==> src/rtl/display_pkg.sv <==
// Shared definitions for the memory-mapped 7-segment scanner: register map,
// CTRL field layout and the hex-to-segment table.
package display_pkg;

    localparam logic [1:0] OFF_DIGITS = 2'd0;
    localparam logic [1:0] OFF_CTRL   = 2'd1;
    localparam logic [1:0] OFF_RAW    = 2'd2;
    localparam logic [1:0] OFF_STATUS = 2'd3;

    localparam int CTRL_EN_BIT    = 0;
    localparam int CTRL_MODE_BIT  = 1;
    localparam int CTRL_DP_LSB    = 8;
    localparam int CTRL_BLANK_LSB = 16;

    localparam logic [31:0] CTRL_RESET = 32'h0000_0001;

    // Segment a is bit 0, g is bit 6; all patterns are active-high.
    function automatic logic [6:0] hex7(input logic [3:0] value);
        logic [6:0] seg;
        case (value)
            4'h0: seg = 7'h3F;
            4'h1: seg = 7'h06;
            4'h2: seg = 7'h5B;
            4'h3: seg = 7'h4F;
            4'h4: seg = 7'h66;
            4'h5: seg = 7'h6D;
            4'h6: seg = 7'h7D;
            4'h7: seg = 7'h07;
            4'h8: seg = 7'h7F;
            4'h9: seg = 7'h6F;
            4'hA: seg = 7'h77;
            4'hB: seg = 7'h7C;
            4'hC: seg = 7'h39;
            4'hD: seg = 7'h5E;
            4'hE: seg = 7'h79;
            default: seg = 7'h71;
        endcase
        return seg;
    endfunction

endpackage

==> src/rtl/seg_hex_decoder.sv <==
// Combinational hex nibble to active-high 7-segment pattern.
module seg_hex_decoder
    import display_pkg::*;
(
    input  logic [3:0] value,
    output logic [6:0] seg
);

    assign seg = hex7(value);

endmodule

==> src/rtl/mmio_seg_scanner.sv <==
// Memory-mapped multi-digit 7-segment controller: register file, scan
// counters, hex/raw output select and registered, polarity-adjusted pins.
module mmio_seg_scanner
    import display_pkg::*;
#(
    parameter logic [31:0] BASE_ADDR        = 32'h4000_0010,
    parameter int          NUM_DIGITS       = 4,
    parameter int          SCAN_DIV         = 50000,
    parameter bit          ANODE_ACTIVE_LOW = 1'b1,
    parameter bit          SEG_ACTIVE_LOW   = 1'b1
) (
    input  logic                    clk,
    input  logic                    reset,
    input  logic [31:0]             MemBus_Address,
    input  logic [31:0]             MemBus_Write_Data,
    input  logic                    MemRead,
    input  logic                    MemWrite,
    output logic [31:0]             Device_Read_Data,
    output logic                    Device_Hit,
    output logic [NUM_DIGITS+7:0]   BCD_control
);

    localparam int OUT_W = NUM_DIGITS + 8;
    localparam int DIV_W = $clog2(SCAN_DIV);
    localparam logic [DIV_W-1:0]      DIV_LAST  = DIV_W'(SCAN_DIV - 1);
    localparam logic [2:0]            IDX_LAST  = 3'(NUM_DIGITS - 1);
    localparam logic [NUM_DIGITS-1:0] ANODE_POL = ANODE_ACTIVE_LOW ? '1 : '0;
    localparam logic [7:0]            SEG_POL   = SEG_ACTIVE_LOW ? 8'hFF : 8'h00;
    localparam logic [OUT_W-1:0]      POL_MASK  = {ANODE_POL, SEG_POL};

    logic                      hit;
    logic [1:0]                offset;
    logic                      wr_en;
    logic                      ctrl_wr;
    logic                      scan_run;

    logic [4*NUM_DIGITS-1:0]   digits_reg;
    logic                      en_reg;
    logic                      mode_reg;
    logic [NUM_DIGITS-1:0]     dp_reg;
    logic [NUM_DIGITS-1:0]     blank_reg;
    logic [OUT_W-1:0]          raw_reg;
    logic [DIV_W-1:0]          div_reg,   div_next;
    logic [2:0]                idx_reg,   idx_next;
    logic [15:0]               frame_reg, frame_next;
    logic [OUT_W-1:0]          pins_reg;

    logic [31:0]               digits_word;
    logic [31:0]               ctrl_word;
    logic [31:0]               read_word;
    logic [7:0]                dp_word;
    logic [7:0]                blank_word;
    logic [3:0]                cur_nibble;
    logic [6:0]                cur_seg;
    logic [NUM_DIGITS-1:0]     anode_vec;
    logic [OUT_W-1:0]          logical_out;
    logic                      unused_bits;

    assign hit      = (MemBus_Address[31:4] == BASE_ADDR[31:4]);
    assign offset   = MemBus_Address[3:2];
    assign wr_en    = MemWrite && hit;
    assign ctrl_wr  = wr_en && (offset == OFF_CTRL);
    assign scan_run = en_reg && !mode_reg;

    always_ff @(posedge clk or negedge reset) begin
        if (!reset) begin
            digits_reg <= '0;
            en_reg     <= CTRL_RESET[CTRL_EN_BIT];
            mode_reg   <= CTRL_RESET[CTRL_MODE_BIT];
            dp_reg     <= '0;
            blank_reg  <= '0;
            raw_reg    <= '0;
        end else if (wr_en) begin
            case (offset)
                OFF_DIGITS: digits_reg <= MemBus_Write_Data[4*NUM_DIGITS-1:0];
                OFF_CTRL: begin
                    en_reg    <= MemBus_Write_Data[CTRL_EN_BIT];
                    mode_reg  <= MemBus_Write_Data[CTRL_MODE_BIT];
                    dp_reg    <= MemBus_Write_Data[CTRL_DP_LSB +: NUM_DIGITS];
                    blank_reg <= MemBus_Write_Data[CTRL_BLANK_LSB +: NUM_DIGITS];
                end
                OFF_RAW:    raw_reg <= MemBus_Write_Data[OUT_W-1:0];
                default:    ;
            endcase
        end
    end

    // A CTRL write restarts the scan even if the counters would advance.
    always_comb begin
        div_next   = div_reg;
        idx_next   = idx_reg;
        frame_next = frame_reg;
        if (ctrl_wr) begin
            div_next   = '0;
            idx_next   = '0;
            frame_next = '0;
        end else if (scan_run) begin
            if (div_reg == DIV_LAST) begin
                div_next = '0;
                if (idx_reg == IDX_LAST) begin
                    idx_next   = '0;
                    frame_next = frame_reg + 16'd1;
                end else begin
                    idx_next = idx_reg + 3'd1;
                end
            end else begin
                div_next = div_reg + DIV_W'(1);
            end
        end
    end

    always_ff @(posedge clk or negedge reset) begin
        if (!reset) begin
            div_reg   <= '0;
            idx_reg   <= '0;
            frame_reg <= '0;
        end else begin
            div_reg   <= div_next;
            idx_reg   <= idx_next;
            frame_reg <= frame_next;
        end
    end

    // Widen to 8 digits so the 3-bit index selects without width games.
    assign digits_word = 32'(digits_reg);
    assign dp_word     = 8'(dp_reg);
    assign blank_word  = 8'(blank_reg);
    assign cur_nibble  = digits_word[{idx_reg, 2'b00} +: 4];

    seg_hex_decoder u_hex_decoder (
        .value (cur_nibble),
        .seg   (cur_seg)
    );

    generate
        for (genvar gi = 0; gi < NUM_DIGITS; gi++) begin : g_anode
            assign anode_vec[gi] = (idx_reg == 3'(gi));
        end
    endgenerate

    always_comb begin
        logical_out = '0;
        if (en_reg) begin
            if (mode_reg) begin
                logical_out = raw_reg;
            end else if (!blank_word[idx_reg]) begin
                logical_out = {anode_vec, dp_word[idx_reg], cur_seg};
            end
        end
    end

    always_ff @(posedge clk or negedge reset) begin
        if (!reset) begin
            pins_reg <= POL_MASK;
        end else begin
            pins_reg <= logical_out ^ POL_MASK;
        end
    end

    always_comb begin
        ctrl_word                                 = '0;
        ctrl_word[CTRL_EN_BIT]                    = en_reg;
        ctrl_word[CTRL_MODE_BIT]                  = mode_reg;
        ctrl_word[CTRL_DP_LSB +: NUM_DIGITS]      = dp_reg;
        ctrl_word[CTRL_BLANK_LSB +: NUM_DIGITS]   = blank_reg;
    end

    always_comb begin
        case (offset)
            OFF_DIGITS: read_word = digits_word;
            OFF_CTRL:   read_word = ctrl_word;
            OFF_RAW:    read_word = 32'(raw_reg);
            default:    read_word = {frame_reg, 13'd0, idx_reg};
        endcase
    end

    assign Device_Read_Data = (MemRead && hit) ? read_word : 32'h0;
    assign Device_Hit       = hit;
    assign BCD_control      = pins_reg;

    // Byte lanes and write-data bits beyond the configured width are don't-care.
    assign unused_bits = &{1'b0, MemBus_Address[1:0], MemBus_Write_Data};

endmodule

==> config.mk <==
export PLATFORM = sky130hd
export DESIGN_NAME = mmio_seg_scanner
export DESIGN_NICKNAME = d
export VERILOG_FILES = /design/src/rtl/display_pkg.sv /design/src/rtl/seg_hex_decoder.sv /design/src/rtl/mmio_seg_scanner.sv
export SDC_FILE = /design/constraint.sdc
export NUM_CORES = 1
export LEC_CHECK = 0
export CORE_MARGIN = 3
export CORE_UTILIZATION = 51
export CTS_CLUSTER_SIZE = 12
export DETAILED_ROUTE_END_ITERATION = 10
export GPL_TIMING_DRIVEN = 0
export PLACE_DENSITY = 0.81
export SYNTH_ARGS = -nofsm -noshare
export SYNTH_HDL_FRONTEND = slang
export SYNTH_HIERARCHICAL = 1
export SYNTH_SLANG_ARGS = --single-unit
==> constraint.sdc <==
create_clock -name clk -period 3.4 [get_ports clk]
set_input_delay 0.34 -clock clk [delete_from_list [all_inputs] [get_ports clk]]
set_output_delay 0.34 -clock clk [all_outputs]
set_load 0.01 [all_outputs]
==> results.sh, run 1 <==
export IMPL_placed_area_um2=5940
export IMPL_grt_remaining_overflow=0
export IMPL_worst_pin_slew_ps=706
export IMPL_critPathCaptureType="primary output"
export IMPL_areaGrowthSynthToFinish_pct=28.6
export IMPL_clk_pin_slew_ps=90
export IMPL_cp_top_family="buffers and inverters"
export IMPL_grt_max_degree=66
export IMPL_cp_common_cell="clkdlybuf4s50_1"
export IMPL_synth_top_family_by_area="simple AND/OR/NAND/NOR gates"
export IMPL_grt_pass1_vias=4064
export IMPL_die_h_um=103
export IMPL_period_minus_slack_ps=3260
export IMPL_synthSimpleGateAreaFrac=0.206
export IMPL_ir_drop_mv=0.210
export IMPL_grt_use_total=0.244
export IMPL_synth_nets=523
export IMPL_wire_per_inst_um=18.5
export IMPL_dieArea_um2=10600
export IMPL_slowest_delay_ps=580
export IMPL_critPathLaunchType="input pin"
export IMPL_stdcell_count=666
export IMPL_synth_mux_area_frac=0.177
export IMPL_drc=0
export IMPL_final_hold_viol_count=0
export IMPL_synth_cells=442
export IMPL_synth_largest_area_cell="dfrtp_1"
export IMPL_cp_max_fo=10
export IMPL_final_net_count=634
export IMPL_timing_hold_ws_ps=412
export IMPL_leakage_nw=2.56
export IMPL_path_buf_inv=4
export IMPL_clock_latency_ps=360
export IMPL_dp_hpwl_mm=9.16
export IMPL_cellPowerDensity_nw_per_um2=311
export IMPL_totalPowerFinal_mw=1.93
export IMPL_path_cells="clkdlybuf4s50_1 > nor4_2 > nand3_2 > or3_1 > buf_2 > buf_6 > nor3_1 > clkdlybuf4s50_1"
export IMPL_vias=3883
export IMPL_fin_skew_ps=15.2
export IMPL_firstDrtPassIters=4
export IMPL_cts_path_max_buffers=2
export IMPL_fin_area_um2=6190
export IMPL_vias_per_cell=5.83
export IMPL_crit_start="MemBus_Address[16]"
export IMPL_cp_arrival_ps=2920
export IMPL_r2r_start="idx_reg[1]"
export IMPL_antenna_cells=0
export IMPL_synth_compound_area_frac=0.0481
export IMPL_maxCapViolations=0
export IMPL_synth_xor_area_share=0.0455
export IMPL_fin_crit_sh=0.959
export IMPL_clockRootBuffer="clkbuf_8"
export IMPL_avgSynthCellArea_um2=10.9
export IMPL_synth_top_cell_area_share=0.375
export IMPL_fill_cells=663
export IMPL_postRouteAntennaNets=0
export IMPL_grt_setup_unrepaired="no"
export IMPL_post_synth_num_cell_types=49
export IMPL_synth_area_leaders="dfrtp_1 37%, mux2_2 8.4%, dfstp_2 7.1%"
export IMPL_crit_required_ps=3060
export IMPL_setup_viol=0
export IMPL_synth_area_um2=4810
export IMPL_grt_antenna_before_repair=0
export IMPL_dp_worst_setup_slack_ps=47.2
export IMPL_cts_htree_levels=3
export IMPL_yosys_warnings=6
export IMPL_synthAdderAreaFrac=0.0338
export IMPL_drive_gt1_frac=0.192
export IMPL_timing_fmax_mhz=307
export IMPL_slowest_stage="clkdlybuf4s50_1"
export IMPL_synth_ff_type="dfrtp_1"
export IMPL_setup_tns_ps=0
export IMPL_rows=34
export IMPL_start_util=0.538
export IMPL_final_max_slew_viol_count=0
export IMPL_cts_sinks=85
export IMPL_rrSetupSlack_ps=650
export IMPL_yosys_register_bits=85
export IMPL_hold_path_class="in2async"
export IMPL_status="complete, no violations"
export IMPL_relSlewSlack=0.530
export IMPL_critPathKind="in2out"
export IMPL_grt_pass1_wl_mm=20.0
export IMPL_core_um2=8930
export IMPL_io_buffers=97
export IMPL_numCtsBuffers=9
export IMPL_wirelength_mm=12.3
export IMPL_gp_congestion=0.879
export IMPL_seq_area_frac_synth=0.446
export IMPL_ios=113
export IMPL_fin_util=0.692
export IMPL_fp_dieW_um=103
export IMPL_dp_cells=648
export IMPL_async_reset_ff_frac=1.00
export IMPL_first_iter_violations=261
export IMPL_worst_slack_ps=141
export IMPL_synth_edf_count=0
export IMPL_cts_tree="done"
-- path summary, 6_finish.rpt --
check,to,cells past startpoint
worst max register to register,BCD_control[3],8
worst min-delay path,digits_reg[14],2
worst max-delay path,Device_Read_Data[24],8
min in group clk,BCD_control[9],1
max in group asynchronous,BCD_control[11],3
worst min register to register,BCD_control[9],1
-- cells by family after synthesis --
logic type	count (synthesis)
AND/OR/NAND/NOR	177
flip-flops	85
multiplexers	68
buffers and inverters	39
AO/OA/AOI/OAI	35
XOR/XNOR	25
adder cells (fa/ha/maj)	13
-- worst reg2reg max path, delay by kind of cell (launching register included) --
| family | cells | cell delay, ps |
|---|---|---|
| AOI/OAI and AO/OA | 1 | 180 |
| muxes | 2 | 890 |
| DFF | 1 | 420 |
| adders and majority gates | 1 | 270 |
| buffers and inverters | 3 | 700 |
| and+or+nand+nor | 1 | 210 |
-- cell usage after synthesis (2+ instances only) --
cell,number
nor3_1,23
buf_6,5
buf_2,5
mux2_2,36
mux2i_1,17
ha_1,13
o21ai_0,3
and3_1,7
nor2b_1,7
nor2_1,52
nand3_1,12
buf_4,5
nor4b_1,5
xnor2_1,18
or3_1,3
dfstp_2,13
nand2b_1,3
mux4_2,8
nor4_1,5
dfrtp_1,72
inv_1,17
and4_1,2
a22oi_1,14
clkbuf_1,7
and2_1,15
a21oi_1,11
nor4_2,4
mux2_1,5
nand4_1,7
xor2_1,7
o31ai_1,2
nor4b_2,3
nand2_1,20
-- metal layers --
metal	up-vias	global-route usage	part of all wire
met1	1897	0.322	0.42
met5	-	0	0
li1	1800	-	-
met3	19	0.0426	0.076
met4	0	0.0797	0.019
met2	167	0.409	0.49
-- power by group --
part	internal (mW)	total, mW	switching [mW]	leakage, nW
clock	0.415	0.791	0.376	0.107
sequential	1.01	1.01	0.000000231	0.960
combinational	0.0688	0.124	0.0549	1.49
total	1.49	1.93	0.431	2.56
-- timing repair --
action | CTS | global route
endpoints found under the setup margin | 0 | 22
buffers inserted | 0 | 1
endpoints found under the hold margin | 12 | 0
gates resized for setup | 0 | 3
hold buffers | 1 | 0
-- area by class of cell --
cell class                 count  area, µm²  share of cell area
sequential                    85       2140               0.346
buffer                        22        145              0.0235
clock inverter                 6       86.3              0.0140
clock buffer                  10        128              0.0206
inverter                      17       63.8              0.0103
multi-input combinational    318       2470               0.399
timing repair buffer         100       1010               0.164
tap                          108        135              0.0218
-- cell usage in the layout, fill, tap and decap left out, types with 9 or more instances in the layout --
| cell | instances |
|---|---|
| a22oi_1 | 14 |
| ha_1 | 13 |
| clkbuf_8 | 9 |
| nand3_1 | 11 |
| inv_1 | 17 |
| clkdlybuf4s50_1 | 96 |
| mux2i_1 | 17 |
| nand2_1 | 20 |
| and2_1 | 15 |
| nor2_1 | 51 |
| a21oi_1 | 11 |
| nor3_1 | 23 |
| xnor2_1 | 18 |
| dfrtp_1 | 72 |
| dfstp_2 | 13 |
| mux2_2 | 36 |
No activity file was read; power rests on OpenSTA's default activity.
==> run 2: changes to the inputs <==
--- a/config.mk
+++ b/config.mk
@@ -11,6 +11,7 @@
 export DETAILED_ROUTE_END_ITERATION = 10
 export GPL_TIMING_DRIVEN = 0
 export PLACE_DENSITY = 0.81
+export SETUP_SLACK_MARGIN = 0.05
 export SYNTH_ARGS = -nofsm -noshare
 export SYNTH_HDL_FRONTEND = slang
 export SYNTH_HIERARCHICAL = 1
==> run 2 against run 1 <==
  * Sequential power is essentially flat
  * Sequential cell count is the same
  * Final cell count did not move
  * Die area stayed put
  * Combinational power hardly changed
  * Non-clock buffer count stayed put
  * Register-to-register slack is essentially flat
  * Global-route usage stayed put
==> results.sh, run 2 (same netlist as run 1, synthesis figures left out) <==
export IMPL_status="complete, no violations"
export IMPL_rows=34
export IMPL_core_um2=8930
export IMPL_dieArea_um2=10600
export IMPL_p_sw_mw=0.434
export IMPL_grt_pass1_vias=4058
export IMPL_cts_path_max_buffers=2
export IMPL_leakage_nw=2.56
export IMPL_timing_fmax_mhz=312
export IMPL_wire_per_inst_um=18.5
export IMPL_fin_skew_ps=15.2
export IMPL_fin_crit_sh=0.944
export IMPL_clk_pin_slew_ps=90
export IMPL_final_hold_viol_count=0
export IMPL_worst_slack_ps=190
export IMPL_cts_tree="done"
export IMPL_power_internal_mw=1.50
export IMPL_slowest_stage="clkdlybuf4s50_1"
export IMPL_cellPowerDensity_nw_per_um2=311
export IMPL_critPathLaunchType="input pin"
export IMPL_clock_latency_ps=360
export IMPL_cp_common_cell="clkdlybuf4s50_1"
export IMPL_die_h_um=103
export IMPL_grt_setup_unrepaired="no"
export IMPL_vias_per_cell=5.83
export IMPL_drive_gt1_frac=0.192
export IMPL_switching_share=0.225
export IMPL_fp_dieW_um=103
export IMPL_grt_use_total=0.244
export IMPL_ir_drop_mv=0.210
export IMPL_grt_antenna_before_repair=0
export IMPL_grt_pass1_wl_mm=20.0
export IMPL_path_cells="clkdlybuf4s50_1 > nor4_2 > nand4_2 > or3_1 > buf_2 > buf_6 > nor3_1 > clkdlybuf4s50_1"
export IMPL_grt_max_degree=66
export IMPL_final_common_cell="clkdlybuf4s50_1"
export IMPL_cp_max_fo=10
export IMPL_fill_cells=657
export IMPL_sequentialPowerShare=0.524
export IMPL_critPathCaptureType="primary output"
export IMPL_ios=113
export IMPL_setup_tns_ps=0
export IMPL_clockRootBuffer="clkbuf_8"
export IMPL_vias=3881
export IMPL_period_minus_slack_ps=3210
export IMPL_dp_hpwl_mm=9.16
export IMPL_final_max_slew_viol_count=0
export IMPL_final_cell_mix="96 x clkdlybuf4s50_1, 72 x dfrtp_1, 51 x nor2_1, 36 x mux2_2, 23 x nor3_1"
export IMPL_slowest_delay_ps=580
export IMPL_grt_remaining_overflow=0
export IMPL_crit_required_ps=3060
export IMPL_maxCapViolations=0
export IMPL_numCtsBuffers=9
export IMPL_relSlewSlack=0.533
export IMPL_postRouteAntennaNets=0
export IMPL_cp_arrival_ps=2870
export IMPL_clkPwrFrac=0.410
export IMPL_start_util=0.538
export IMPL_dp_worst_setup_slack_ps=47.2
export IMPL_cts_sinks=85
export IMPL_hold_path_class="in2async"
export IMPL_antenna_cells=0
export IMPL_placed_area_um2=5940
export IMPL_drc=0
export IMPL_fin_area_um2=6210
export IMPL_critPathKind="in2out"
export IMPL_cts_htree_levels=3
export IMPL_wirelength_mm=12.3
export IMPL_final_net_count=634
export IMPL_firstDrtPassIters=4
export IMPL_totalPowerFinal_mw=1.93
export IMPL_first_iter_violations=261
export IMPL_areaGrowthSynthToFinish_pct=29.2
export IMPL_io_buffers=97
export IMPL_gp_congestion=0.879
export IMPL_setup_viol=0
export IMPL_combPwrFrac=0.066
export IMPL_worst_pin_slew_ps=701
run 2: cell counts in the layout (fill, tap and decap cells not counted):
No cell type changed its count.
run 2: worst paths after layout:
| path | startpoint | end | slack, ps | cells after the start |
|---|---|---|---|---|
| worst max-delay path | MemBus_Address[9] | Device_Read_Data[24] | 190 | 8 |
| worst min-delay path | reset | digits_reg[14] | 410 | 2 |
| worst max register to register | idx_reg[0] | BCD_control[3] | 650 | 8 |
| worst min register to register | raw_reg[9] | BCD_control[9] | 460 | 1 |
| max in group asynchronous | reset | BCD_control[11] | 2310 | 3 |
| min in group clk | raw_reg[9] | BCD_control[9] | 460 | 1 |
run 2: stage by stage:
| stage | std cells | hold slack (ps) | utilization |
|---|---|---|---|
| finish | 666 | 412 | 0.695 |
| floorplan | 442 | 44.4 | - |
| detailed placement | 648 | 252 | 0.665 |
| CTS | 665 | 401 | 0.691 |
| global route | 666 | 433 | 0.695 |
| global placement | 647 | 452 | 0.662 |
run 2: timing repair:
action                     in CTS  in global routing
hold buffers                    1                  0
hold endpoints to repair       12                  0
setup buffers                   0                  1
resized for setup               1                  5
cloned                          0                  0
pin swaps                       0                  1
setup endpoints to repair       2                 21
run 2: worst max-delay path: cells and delay by family:
kind	cells	cell delay [ps]
buf+inv	4	1420
simple gates	4	1100
run 2: cell type report:
cell class / instances / area [µm²] / share of cell area
timing repair buffer: 100 / 1010 / 0.163
multi-input combinational: 318 / 2500 / 0.402
tap: 108 / 135 / 0.0218
buffer: 22 / 145 / 0.0234
clock inverter: 6 / 86.3 / 0.0139
sequential: 85 / 2140 / 0.345
inverter: 17 / 63.8 / 0.0103
clock buffer: 10 / 128 / 0.0205
run 2: power by group through the flow:
stage	clock (mW)	combinational, mW	sequential, mW
finish	0.791	0.127	1.01
global route	0.849	0.137	1.01
CTS	0.805	0.125	1.01
detailed placement	0	0.123	1.03
global placement	0	0.117	1.03
floorplan	0	0.0240	1.03
run 2: layer usage:
metal  global-route usage  part of all wire
met4               0.0797             0.019
met1                0.321              0.42
met5                    0                 0
met3               0.0440             0.076
met2                0.409              0.49
==> run 3: changes to the inputs <==
--- a/config.mk
+++ b/config.mk
@@ -9,7 +9,6 @@
 export CORE_UTILIZATION = 51
 export CTS_CLUSTER_SIZE = 12
 export DETAILED_ROUTE_END_ITERATION = 10
-export GPL_TIMING_DRIVEN = 0
 export PLACE_DENSITY = 0.81
 export SETUP_SLACK_MARGIN = 0.05
 export SYNTH_ARGS = -nofsm -noshare
==> constraint.sdc (replaced) <==
create_clock -name clk -period 3.4 [get_ports clk]
set_input_delay 0.85 -clock clk [delete_from_list [all_inputs] [get_ports clk]]
set_output_delay 0.85 -clock clk [all_outputs]
set_load 0.01 [all_outputs]
==> run 3 against run 2 <==
  * Via count is 0.64% higher
  * Global-route usage is 0.26 points lower
  * Clock skew decreased by 3.8 ps
  * Sequential share of layout area decreased by 0.87 points
  * First-iteration DRC count is 11% lower
  * Die area unchanged
  * Non-clock buffer count up 3
  * Final cell count is 0.45% higher
  * Core utilization grew 1.8 points
  * Sequential cell count is the same
==> results.sh, run 3 (same netlist as run 1, synthesis figures left out) <==
export IMPL_status="complete, no violations"
export IMPL_maxCapViolations=0
export IMPL_rows=34
export IMPL_final_net_count=637
export IMPL_antenna_cells=0
export IMPL_clockRootBuffer="clkbuf_8"
export IMPL_cts_htree_levels=3
export IMPL_critPathCaptureType="primary output"
export IMPL_critPathKind="in2out"
export IMPL_firstDrtPassIters=5
export IMPL_totalPowerFinal_mw=1.97
export IMPL_fp_dieW_um=103
export IMPL_dp_hpwl_mm=8.64
export IMPL_grt_use_total=0.241
export IMPL_dieArea_um2=10600
export IMPL_cts_tree="done"
export IMPL_grt_remaining_overflow=0
export IMPL_grt_pass1_vias=3881
export IMPL_fill_cells=638
export IMPL_hold_path_class="reg2reg"
export IMPL_timing_fmax_mhz=297
export IMPL_fin_skew_ps=11.4
export IMPL_worst_slack_ps=35.9
export IMPL_grt_setup_unrepaired="yes"
export IMPL_path_cells="clkdlybuf4s50_1 > inv_1 > or3_4 > buf_6 > buf_16 > buf_12 > nor2b_4 > buf_6"
export IMPL_slowest_delay_ps=510
export IMPL_cts_sinks=85
export IMPL_clock_latency_ps=360
export IMPL_wire_per_inst_um=18.5
export IMPL_dp_worst_setup_slack_ps=-886
export IMPL_cts_path_max_buffers=2
export IMPL_drive_gt1_frac=0.333
export IMPL_grt_pass1_wl_mm=19.7
export IMPL_period_minus_slack_ps=3360
export IMPL_cp_arrival_ps=2510
export IMPL_first_iter_violations=232
export IMPL_fin_area_um2=6370
export IMPL_cp_common_cell="buf_6"
export IMPL_areaGrowthSynthToFinish_pct=32.5
export IMPL_ios=113
export IMPL_vias_per_cell=5.84
export IMPL_ir_drop_mv=0.252
export IMPL_cellPowerDensity_nw_per_um2=308
export IMPL_postRouteAntennaNets=0
export IMPL_placed_area_um2=5980
export IMPL_slowest_stage="clkdlybuf4s50_1"
export IMPL_crit_required_ps=2550
export IMPL_grt_max_degree=86
export IMPL_clk_pin_slew_ps=90
export IMPL_io_buffers=98
export IMPL_wirelength_mm=12.4
export IMPL_setup_viol=0
export IMPL_worst_pin_slew_ps=1060
export IMPL_cp_max_fo=6
export IMPL_drc=0
export IMPL_core_um2=8930
export IMPL_leakage_nw=2.79
export IMPL_vias=3906
export IMPL_critPathLaunchType="input pin"
export IMPL_start_util=0.538
export IMPL_final_common_cell="dfrtp_1"
export IMPL_fin_crit_sh=0.989
export IMPL_final_cell_mix="72 x dfrtp_1, 46 x nor2_1, 37 x clkdlybuf4s50_1, 36 x mux2_2, 26 x buf_2"
export IMPL_final_hold_viol_count=0
export IMPL_numCtsBuffers=9
export IMPL_final_max_slew_viol_count=0
export IMPL_grt_antenna_before_repair=0
export IMPL_relSlewSlack=0.296
export IMPL_die_h_um=103
export IMPL_gp_congestion=0.841
==> run 3: critical path: cells and delay by family <==
kind	cells	cell delay, ps
buf+inv	6	1120
simple gates	2	540
==> run 3: layout make-up <==
type / instances / area [µm²] / area share
multi-input cells: 318 / 2680 / 0.420
flip-flops and latches: 85 / 2140 / 0.336
repair buffers: 125 / 1120 / 0.176
clock buffers: 10 / 138 / 0.0216
well taps: 108 / 135 / 0.0212
clock inverters: 6 / 93.8 / 0.0147
inverters: 17 / 63.8 / 0.0100
==> run 3: through the flow <==
step | setup TNS [ps] | hold WS, ps | utilization | cells
after floorplan | 0 | 419 | - | 442
after global placement | -23330 | 459 | 0.669 | 648
after detailed placement | -23770 | 464 | 0.669 | 648
after CTS | 0 | 476 | 0.710 | 669
after global routing | -13.5 | 503 | 0.713 | 669
final | 0 | 478 | 0.713 | 669
==> run 3: routing by layer <==
metal / up-vias / GRT usage / part of all wire
met1: 1957 / 0.313 / 0.42
met2: 139 / 0.413 / 0.50
met5: - / 0 / 0
met3: 15 / 0.0474 / 0.069
met4: 0 / 0.0687 / 0.011
li1: 1795 / - / -
==> run 3: what timing repair did <==
item | in CTS | in global routing
hold buffers | 0 | 0
buffers inserted | 3 | 0
pin swaps | 18 | 11
gates resized for setup | 239 | 27
hold endpoints to repair | 0 | 0
setup endpoints to repair | 33 | 28
gates cloned | 2 | 0
==> run 3: path summary, 6_finish.rpt <==
| check | endpoint | cells past startpoint | start | slack [ps] |
|---|---|---|---|---|
| max | Device_Read_Data[1] | 8 | MemRead | 40 |
| min | BCD_control[3] | 1 | raw_reg[3] | 480 |
| max reg2reg | BCD_control[3] | 7 | idx_reg[0] | 850 |
| min reg2reg | BCD_control[3] | 1 | raw_reg[3] | 480 |
| max in group asynchronous | idx_reg[1] | 1 | reset | 2050 |
| min in group asynchronous | dp_reg[1] | 1 | reset | 670 |
==> run 3: power by group <==
part | switching, mW | internal, mW | leakage (nW) | total [mW]
logic | 0.0624 | 0.0634 | 1.71 | 0.126
registers | 0.000000235 | 1.01 | 0.960 | 1.01
clock network | 0.388 | 0.441 | 0.113 | 0.829
